File: config.mk
export PLATFORM = sky130hd
export DESIGN_NAME = hazard_stall_unit_flat
export DESIGN_NICKNAME = d
export VERILOG_FILES = /design/src/rtl/hazard_stall_unit_if.sv /design/src/rtl/hazard_stall_unit.sv /design/src/flat_wrapper.sv
export SDC_FILE = /design/constraint.sdc
export NUM_CORES = 1
export LEC_CHECK = 0
export ABC_AREA = 0
export ABC_CLOCK_PERIOD_IN_PS = 2550
export CORE_UTILIZATION = 44
export CTS_BUF_LIST = sky130_fd_sc_hd__clkbuf_2 sky130_fd_sc_hd__clkbuf_4 sky130_fd_sc_hd__clkbuf_8
export DETAILED_ROUTE_END_ITERATION = 16
export PLACE_DENSITY = 0.79
export SYNTH_ARGS = -nofsm -noshare
export SYNTH_HDL_FRONTEND = slang
export SYNTH_SLANG_ARGS = --single-unit
File: constraint.sdc
create_clock -name clk -period 2.55 [get_ports clk]
set_input_delay 0.51 -clock clk [delete_from_list [all_inputs] [get_ports clk]]
set_output_delay 0.51 -clock clk [all_outputs]
set_load 0.01 [all_outputs]
File: src/rtl/hazard_stall_unit_if.sv
// Pipeline-to-hazard-unit signal bundle: decode/execute/memory stage status in,
// PC/pipeline-register write enables, flushes and status flags out.
interface hazard_stall_unit_if;
  logic [4:0]  IFID_Rs;
  logic [4:0]  IFID_Rt;
  logic        IFID_UsesRt;
  logic        IFID_Branch;
  logic        IDEX_MemRd;
  logic        IDEX_RegWr;
  logic [4:0]  IDEX_Rt;
  logic [4:0]  IDEX_Rd;
  logic        EXMEM_MemRd;
  logic        EXMEM_MemWr;
  logic [4:0]  EXMEM_Rd;
  logic        branch_taken;
  logic        dmem_ready;

  logic        PC_Wr;
  logic        IFID_Wr;
  logic        IFID_Flush;
  logic        IDEX_Flush;
  logic        pipe_hold;
  logic [15:0] stall_cnt;
  logic        mem_err;
  logic        hz_err;

  // The pipeline side drives stage status and consumes the controls.
  modport master (
    output IFID_Rs, IFID_Rt, IFID_UsesRt, IFID_Branch,
           IDEX_MemRd, IDEX_RegWr, IDEX_Rt, IDEX_Rd,
           EXMEM_MemRd, EXMEM_MemWr, EXMEM_Rd, branch_taken, dmem_ready,
    input  PC_Wr, IFID_Wr, IFID_Flush, IDEX_Flush, pipe_hold,
           stall_cnt, mem_err, hz_err
  );

  modport slave (
    input  IFID_Rs, IFID_Rt, IFID_UsesRt, IFID_Branch,
           IDEX_MemRd, IDEX_RegWr, IDEX_Rt, IDEX_Rd,
           EXMEM_MemRd, EXMEM_MemWr, EXMEM_Rd, branch_taken, dmem_ready,
    output PC_Wr, IFID_Wr, IFID_Flush, IDEX_Flush, pipe_hold,
           stall_cnt, mem_err, hz_err
  );
endinterface

File: src/rtl/hazard_stall_unit.sv
// Load-use / branch-operand hazard detection with memory-wait hold, stall
// statistics and sticky watchdog flags for stuck stalls and stuck memory.
module hazard_stall_unit #(
  parameter int MWAIT_MAX = 255
) (
  input logic                clk,
  input logic                rst_n,
  hazard_stall_unit_if.slave hs
);

  typedef enum logic [1:0] {RUN, STALL, MWAIT} state_t;

  localparam logic [7:0] WAIT_LIM = 8'(MWAIT_MAX);

  state_t      state_q, state_d;
  logic        lu, br, hz, mw;
  logic        stall_to_stall;
  logic [1:0]  run_cnt_q;
  logic [7:0]  wait_cnt_q, wait_cnt_d;
  logic [15:0] stall_cnt_q;
  logic        mem_err_q, hz_err_q;

  // Register $0 is hard-wired zero, so it never carries a real dependency.
  function automatic logic src_match(input logic [4:0] x, input logic [4:0] rs,
                                     input logic [4:0] rt, input logic uses_rt);
    return (x != 5'd0) && ((x == rs) || (uses_rt && (x == rt)));
  endfunction

  // NOTE: every signal assigned in an always_comb gets a default first, so no
  // path through the if/else chain can leave it unassigned and infer a latch.
  always_comb begin
    lu = hs.IDEX_MemRd && src_match(hs.IDEX_Rt, hs.IFID_Rs, hs.IFID_Rt, hs.IFID_UsesRt);
    br = hs.IFID_Branch &&
         ((hs.IDEX_RegWr  && src_match(hs.IDEX_Rd,  hs.IFID_Rs, hs.IFID_Rt, hs.IFID_UsesRt)) ||
          (hs.EXMEM_MemRd && src_match(hs.EXMEM_Rd, hs.IFID_Rs, hs.IFID_Rt, hs.IFID_UsesRt)));
    hz = lu || br;
    mw = (hs.EXMEM_MemRd || hs.EXMEM_MemWr) && !hs.dmem_ready;

    state_d       = RUN;
    hs.PC_Wr      = 1'b1;
    hs.IFID_Wr    = 1'b1;
    hs.IFID_Flush = 1'b0;
    hs.IDEX_Flush = 1'b0;
    hs.pipe_hold  = 1'b0;

    // A memory wait freezes everything, so a pending hazard bubble must wait too.
    if (mw) begin
      state_d      = MWAIT;
      hs.PC_Wr     = 1'b0;
      hs.IFID_Wr   = 1'b0;
      hs.pipe_hold = 1'b1;
    end else if (hz) begin
      state_d       = STALL;
      hs.PC_Wr      = 1'b0;
      hs.IFID_Wr    = 1'b0;
      hs.IDEX_Flush = 1'b1;
    end else if (hs.branch_taken) begin
      hs.IFID_Flush = 1'b1;
    end
  end

  assign stall_to_stall = (state_q == STALL) && (state_d == STALL);

  always_comb begin
    wait_cnt_d = 8'd0;
    if (mw) wait_cnt_d = (wait_cnt_q == WAIT_LIM) ? wait_cnt_q : wait_cnt_q + 8'd1;
  end

  always_ff @(posedge clk or negedge rst_n) begin
    if (!rst_n) begin
      state_q <= RUN;
    end else begin
      state_q <= state_d;
    end
  end

  // NOTE: sequential state uses non-blocking assignments so every flop samples
  // values from before the edge, independent of statement order.
  always_ff @(posedge clk or negedge rst_n) begin
    if (!rst_n) begin
      run_cnt_q   <= 2'd0;
      wait_cnt_q  <= 8'd0;
      stall_cnt_q <= 16'd0;
      mem_err_q   <= 1'b0;
      hz_err_q    <= 1'b0;
    end else begin
      wait_cnt_q <= wait_cnt_d;

      if (hz && !mw && (stall_cnt_q != 16'hFFFF)) stall_cnt_q <= stall_cnt_q + 16'd1;

      if (!stall_to_stall)           run_cnt_q <= 2'd0;
      else if (run_cnt_q != 2'd3)    run_cnt_q <= run_cnt_q + 2'd1;

      // Two back-to-back stall cycles are legal; a third means the hazard is stuck.
      if (stall_to_stall && (run_cnt_q >= 2'd1)) hz_err_q <= 1'b1;
      if (mw && (wait_cnt_d == WAIT_LIM))        mem_err_q <= 1'b1;
    end
  end

  assign hs.stall_cnt = stall_cnt_q;
  assign hs.mem_err   = mem_err_q;
  assign hs.hz_err    = hz_err_q;

endmodule
File: src/flat_wrapper.sv
// flat-port wrapper written by rule: the top's interface ports become plain ports
module hazard_stall_unit_flat 
#(
  parameter int MWAIT_MAX = 255
)
  (clk, rst_n, hs_IFID_Rs, hs_IFID_Rt, hs_IFID_UsesRt, hs_IFID_Branch, hs_IDEX_MemRd, hs_IDEX_RegWr, hs_IDEX_Rt, hs_IDEX_Rd, hs_EXMEM_MemRd, hs_EXMEM_MemWr, hs_EXMEM_Rd, hs_branch_taken, hs_dmem_ready, hs_PC_Wr, hs_IFID_Wr, hs_IFID_Flush, hs_IDEX_Flush, hs_pipe_hold, hs_stall_cnt, hs_mem_err, hs_hz_err);
  hazard_stall_unit_if hs_i ();
  input logic clk;
  input logic rst_n;
  input wire logic [$bits(hs_i.IFID_Rs)-1:0] hs_IFID_Rs;
  input wire logic [$bits(hs_i.IFID_Rt)-1:0] hs_IFID_Rt;
  input wire logic [$bits(hs_i.IFID_UsesRt)-1:0] hs_IFID_UsesRt;
  input wire logic [$bits(hs_i.IFID_Branch)-1:0] hs_IFID_Branch;
  input wire logic [$bits(hs_i.IDEX_MemRd)-1:0] hs_IDEX_MemRd;
  input wire logic [$bits(hs_i.IDEX_RegWr)-1:0] hs_IDEX_RegWr;
  input wire logic [$bits(hs_i.IDEX_Rt)-1:0] hs_IDEX_Rt;
  input wire logic [$bits(hs_i.IDEX_Rd)-1:0] hs_IDEX_Rd;
  input wire logic [$bits(hs_i.EXMEM_MemRd)-1:0] hs_EXMEM_MemRd;
  input wire logic [$bits(hs_i.EXMEM_MemWr)-1:0] hs_EXMEM_MemWr;
  input wire logic [$bits(hs_i.EXMEM_Rd)-1:0] hs_EXMEM_Rd;
  input wire logic [$bits(hs_i.branch_taken)-1:0] hs_branch_taken;
  input wire logic [$bits(hs_i.dmem_ready)-1:0] hs_dmem_ready;
  output wire logic [$bits(hs_i.PC_Wr)-1:0] hs_PC_Wr;
  output wire logic [$bits(hs_i.IFID_Wr)-1:0] hs_IFID_Wr;
  output wire logic [$bits(hs_i.IFID_Flush)-1:0] hs_IFID_Flush;
  output wire logic [$bits(hs_i.IDEX_Flush)-1:0] hs_IDEX_Flush;
  output wire logic [$bits(hs_i.pipe_hold)-1:0] hs_pipe_hold;
  output wire logic [$bits(hs_i.stall_cnt)-1:0] hs_stall_cnt;
  output wire logic [$bits(hs_i.mem_err)-1:0] hs_mem_err;
  output wire logic [$bits(hs_i.hz_err)-1:0] hs_hz_err;
  assign hs_i.IFID_Rs = hs_IFID_Rs;
  assign hs_i.IFID_Rt = hs_IFID_Rt;
  assign hs_i.IFID_UsesRt = hs_IFID_UsesRt;
  assign hs_i.IFID_Branch = hs_IFID_Branch;
  assign hs_i.IDEX_MemRd = hs_IDEX_MemRd;
  assign hs_i.IDEX_RegWr = hs_IDEX_RegWr;
  assign hs_i.IDEX_Rt = hs_IDEX_Rt;
  assign hs_i.IDEX_Rd = hs_IDEX_Rd;
  assign hs_i.EXMEM_MemRd = hs_EXMEM_MemRd;
  assign hs_i.EXMEM_MemWr = hs_EXMEM_MemWr;
  assign hs_i.EXMEM_Rd = hs_EXMEM_Rd;
  assign hs_i.branch_taken = hs_branch_taken;
  assign hs_i.dmem_ready = hs_dmem_ready;
  assign hs_PC_Wr = hs_i.PC_Wr;
  assign hs_IFID_Wr = hs_i.IFID_Wr;
  assign hs_IFID_Flush = hs_i.IFID_Flush;
  assign hs_IDEX_Flush = hs_i.IDEX_Flush;
  assign hs_pipe_hold = hs_i.pipe_hold;
  assign hs_stall_cnt = hs_i.stall_cnt;
  assign hs_mem_err = hs_i.mem_err;
  assign hs_hz_err = hs_i.hz_err;
  hazard_stall_unit #(.MWAIT_MAX(MWAIT_MAX)) u_core (.clk(clk), .rst_n(rst_n), .hs(hs_i));
endmodule
==> impl_metrics.py <==
metrics = {
    "grt": {
        "antenna_found_initial": 0,
        "grt_max_degree": 31,
        "grt_overflow": 0,
        "grt_pass1_wl_mm": 7.09,
        "grt_pass1_vias": 1601,
        "grt_use_total_pct": 21.0,
    },
    "placed_design": {
        "place_area_um2": 2650,
        "portBuffers": 57,
        "dp_cells": 320,
        "gp_congestion": 0.860,
        "hpwlAfterDp_mm": 3.44,
    },
    "setup_path": {
        "setup.worst_path.end": "hs_IFID_Flush",
        "critPathCaptureType": "primary output",
        "r2r_start": "u_core.hs.stall_cnt[0]",
        "crit_slowest_cell": "or4_1",
        "path_class": "in2out",
        "worst_r2r_endpoint": "u_core.hs.stall_cnt[1]",
        "critPathLaunchType": "input port",
        "cp_cell_sequence": "buf_6 -> or4_1 -> o21a_1 -> a222oi_1 -> buf_4 -> buf_6 -> and3_4 -> buf_6",
        "cpPeakStageDelay_ns": 0.51,
        "rrSetupSlack_ns": 0.28,
        "crit_fanout": 2,
        "cp.required_ns": 2.04,
        "critPathLaunch": "hs_IDEX_Rt[2]",
        "crit_path_frequent_cell": "buf_6",
        "reg2reg_depth": 8,
        "critPathArrivalTime_ns": 2.17,
    },
    "timing": {
        "finalCritPeriodShare_pct": 105,
        "slew_viol_final": 0,
        "setup_viol": 4,
        "skew_ns": 0.00566,
        "hold_violations": 0,
        "max_freq_ghz": 0.373,
        "fin_ws_ns": -0.128,
        "rsz0062_at_grt": "true",
        "min_period_ns": 2.68,
        "maxSlewHeadroom_pct": 68.6,
        "tightest_slew_ns": 0.469,
    },
    "floorplan": {
        "initial_utilization_pct": 46.6,
        "die_x_um": 67.8,
        "die_h_um": 67.8,
        "coreArea_um2": 4090,
        "num_rows": 23,
        "io_pins": 58,
        "dieArea_um2": 4590,
    },
    "cts": {
        "clkLatencyLatePin_ns": 0.28,
        "numCtsBuffers": 5,
        "clock_sinks": 30,
        "ctsRootBufferMaster": "clkbuf_8",
        "hold_buffers": 0,
        "clockBufferDepth": 2,
        "clk_pin_slew_worst_paths_ns": 0.06,
        "htreeDepth": 2,
        "tritoncts": "yes",
    },
    "final_layout": {
        "nFillCells": 358,
        "antennaDiodeCount": 0,
        "area_growth_pct": 46.2,
        "nets": 318,
        "final_util_pct": 68.1,
        "drive_gt1_share_pct": 20.7,
        "design_area_um2": 2780,
        "instances_no_fill": 330,
    },
    "outcome": {
        "status": "finished, violations left",
        "violations": "setup timing",
    },
    "route": {
        "dr.pass1.iters": 4,
        "final_antenna_net_count": 0,
        "routedWlPerCell_um": 13.9,
        "drc_errors": 0,
        "viasPerCell": 5.24,
        "drtIter0Drc": 128,
        "dr_total_vias": 1730,
        "wl_mm": 4.59,
    },
    "power": {
        "power.density_nw_per_um2": 447,
        "total_power_uw": 1240,
        "peakVddDrop_mv": 0.183,
        "p_leak_uw": 0.00127,
    },
    "yosys": {
        "async_reset_ff_share_pct": 100,
        "netlist-cell-type-count": 38,
        "yosysSeqAreaShare_pct": 39.4,
        "ys.flop_type": "dfrtp_1",
        "syn-num-nets": 237,
        "ys_ff_latch": 30,
        "postSynthAreaPerCell_um2": 9.61,
        "ys_warn_count": 0,
        "syn_area_um2": 1900,
        "syn-instance-count": 198,
        "synth-edff-count": 0,
    },
    "run": {
        "cap_violations": 0,
    },
    "hold_path": {
        "hold_path_class": "reg2reg",
    },
}
## registers in the layout, indices dropped and copies added (netlist names)
signal and flops:
u_core.state_q 2, u_core.hs.hz_err 1, u_core.hs.stall_cnt 16, u_core.run_cnt_q 2, u_core.wait_cnt_q 8, u_core.hs.mem_err 1
## cell usage in the layout, fill, tap and decap left out, types with 9 or more instances in the layout
cell / n
dfrtp_1: 30
nand3_1: 17
buf_4: 21
xor2_1: 17
dlygate4sd2_1: 16
xnor2_1: 31
nor2_1: 12
nand2_1: 13
buf_6: 9
nor3_1: 9
clkdlybuf4s50_1: 27
## metal layers
metal / GRT usage [%] / wire (um)
met3: 4.73 / 226
met1: 25.4 / 2040
met4: 5.59 / 48
met2: 36.8 / 2280
met5: 0 / 0
## worst min path at each step
stage	slack, ns	cells after the start	startpoint	end
finish	0.47	1	u_core.hs.hz_err	u_core.hs.hz_err
global route	0.49	1	u_core.hs.hz_err	u_core.hs.hz_err
global placement	0.46	1	u_core.hs.mem_err	u_core.hs.mem_err
floorplan	0.21	0	rst_n	u_core.hs.hz_err
CTS	0.48	1	u_core.hs.hz_err	u_core.hs.hz_err
detailed placement	0.46	1	u_core.hs.hz_err	u_core.hs.hz_err
## logic make-up after synthesis
logic type                 count (synthesis)  synth area share [%]
adders and majority gates                  4                  2.63
and+or+nand+nor                           82                  22.7
buffers and inverters                      9                  2.76
DFF                                       30                  39.4
xor gates and xnor gates                  48                  22.1
AOI/OAI and AO/OA                         21                  7.76
muxes                                      4                  2.63
## power by group
part           leakage [uW]  internal (uW)  switching (uW)
clock network     0.0000517            228             170
registers          0.000411            506            34.5
logic              0.000805            182             123
total               0.00127            916             327
## what timing repair did
item	CTS	global route
pin swaps	10	11
gates resized for setup	72	14
endpoints found under the setup margin	16	12
setup buffers	2	0
## metrics by stage
step	hold slack, ns	TNS (ns)	setup slack [ns]
after detailed placement	0.461	-9.38	-0.765
after floorplan	0.214	0	0.0559
after global routing	0.490	-0.559	-0.163
final	0.471	-0.393	-0.128
after global placement	0.455	-8.60	-0.733
after CTS	0.479	-0.341	-0.104
## synth_stat cells, types with 3 or more instances
master | instances | share of area, %
a21oi_1 | 3 | 0.79
a31oi_1 | 3 | 0.99
and3_1 | 9 | 3.0
dfrtp_1 | 30 | 39
ha_1 | 4 | 2.6
inv_1 | 4 | 0.79
nand2_1 | 13 | 2.6
nand3_1 | 17 | 4.5
nand4_1 | 4 | 1.3
nor2_1 | 12 | 2.4
nor3_1 | 10 | 2.6
nor3b_1 | 4 | 1.6
nor4_1 | 3 | 0.99
o22ai_1 | 3 | 0.99
xnor2_1 | 31 | 14
xor2_1 | 17 | 7.8
## critical path, delay by kind of cell
family,cells,cell delay (ns)
AOI/OAI and AO/OA,2,0.53
buffers and inverters,4,0.46
and+or+nand+nor,2,0.67
## area by class of cell
type	count	area (um2)	area share [%]
multi-input combinational	159	1150	41.3
sequential	30	751	27.0
timing repair buffer	79	709	25.5
inverter	4	15.0	0.540
clock inverter	1	5.00	0.180
tap	50	62.6	2.25
clock buffer	7	90.1	3.24
No activity file was read; power rests on OpenSTA's default activity.
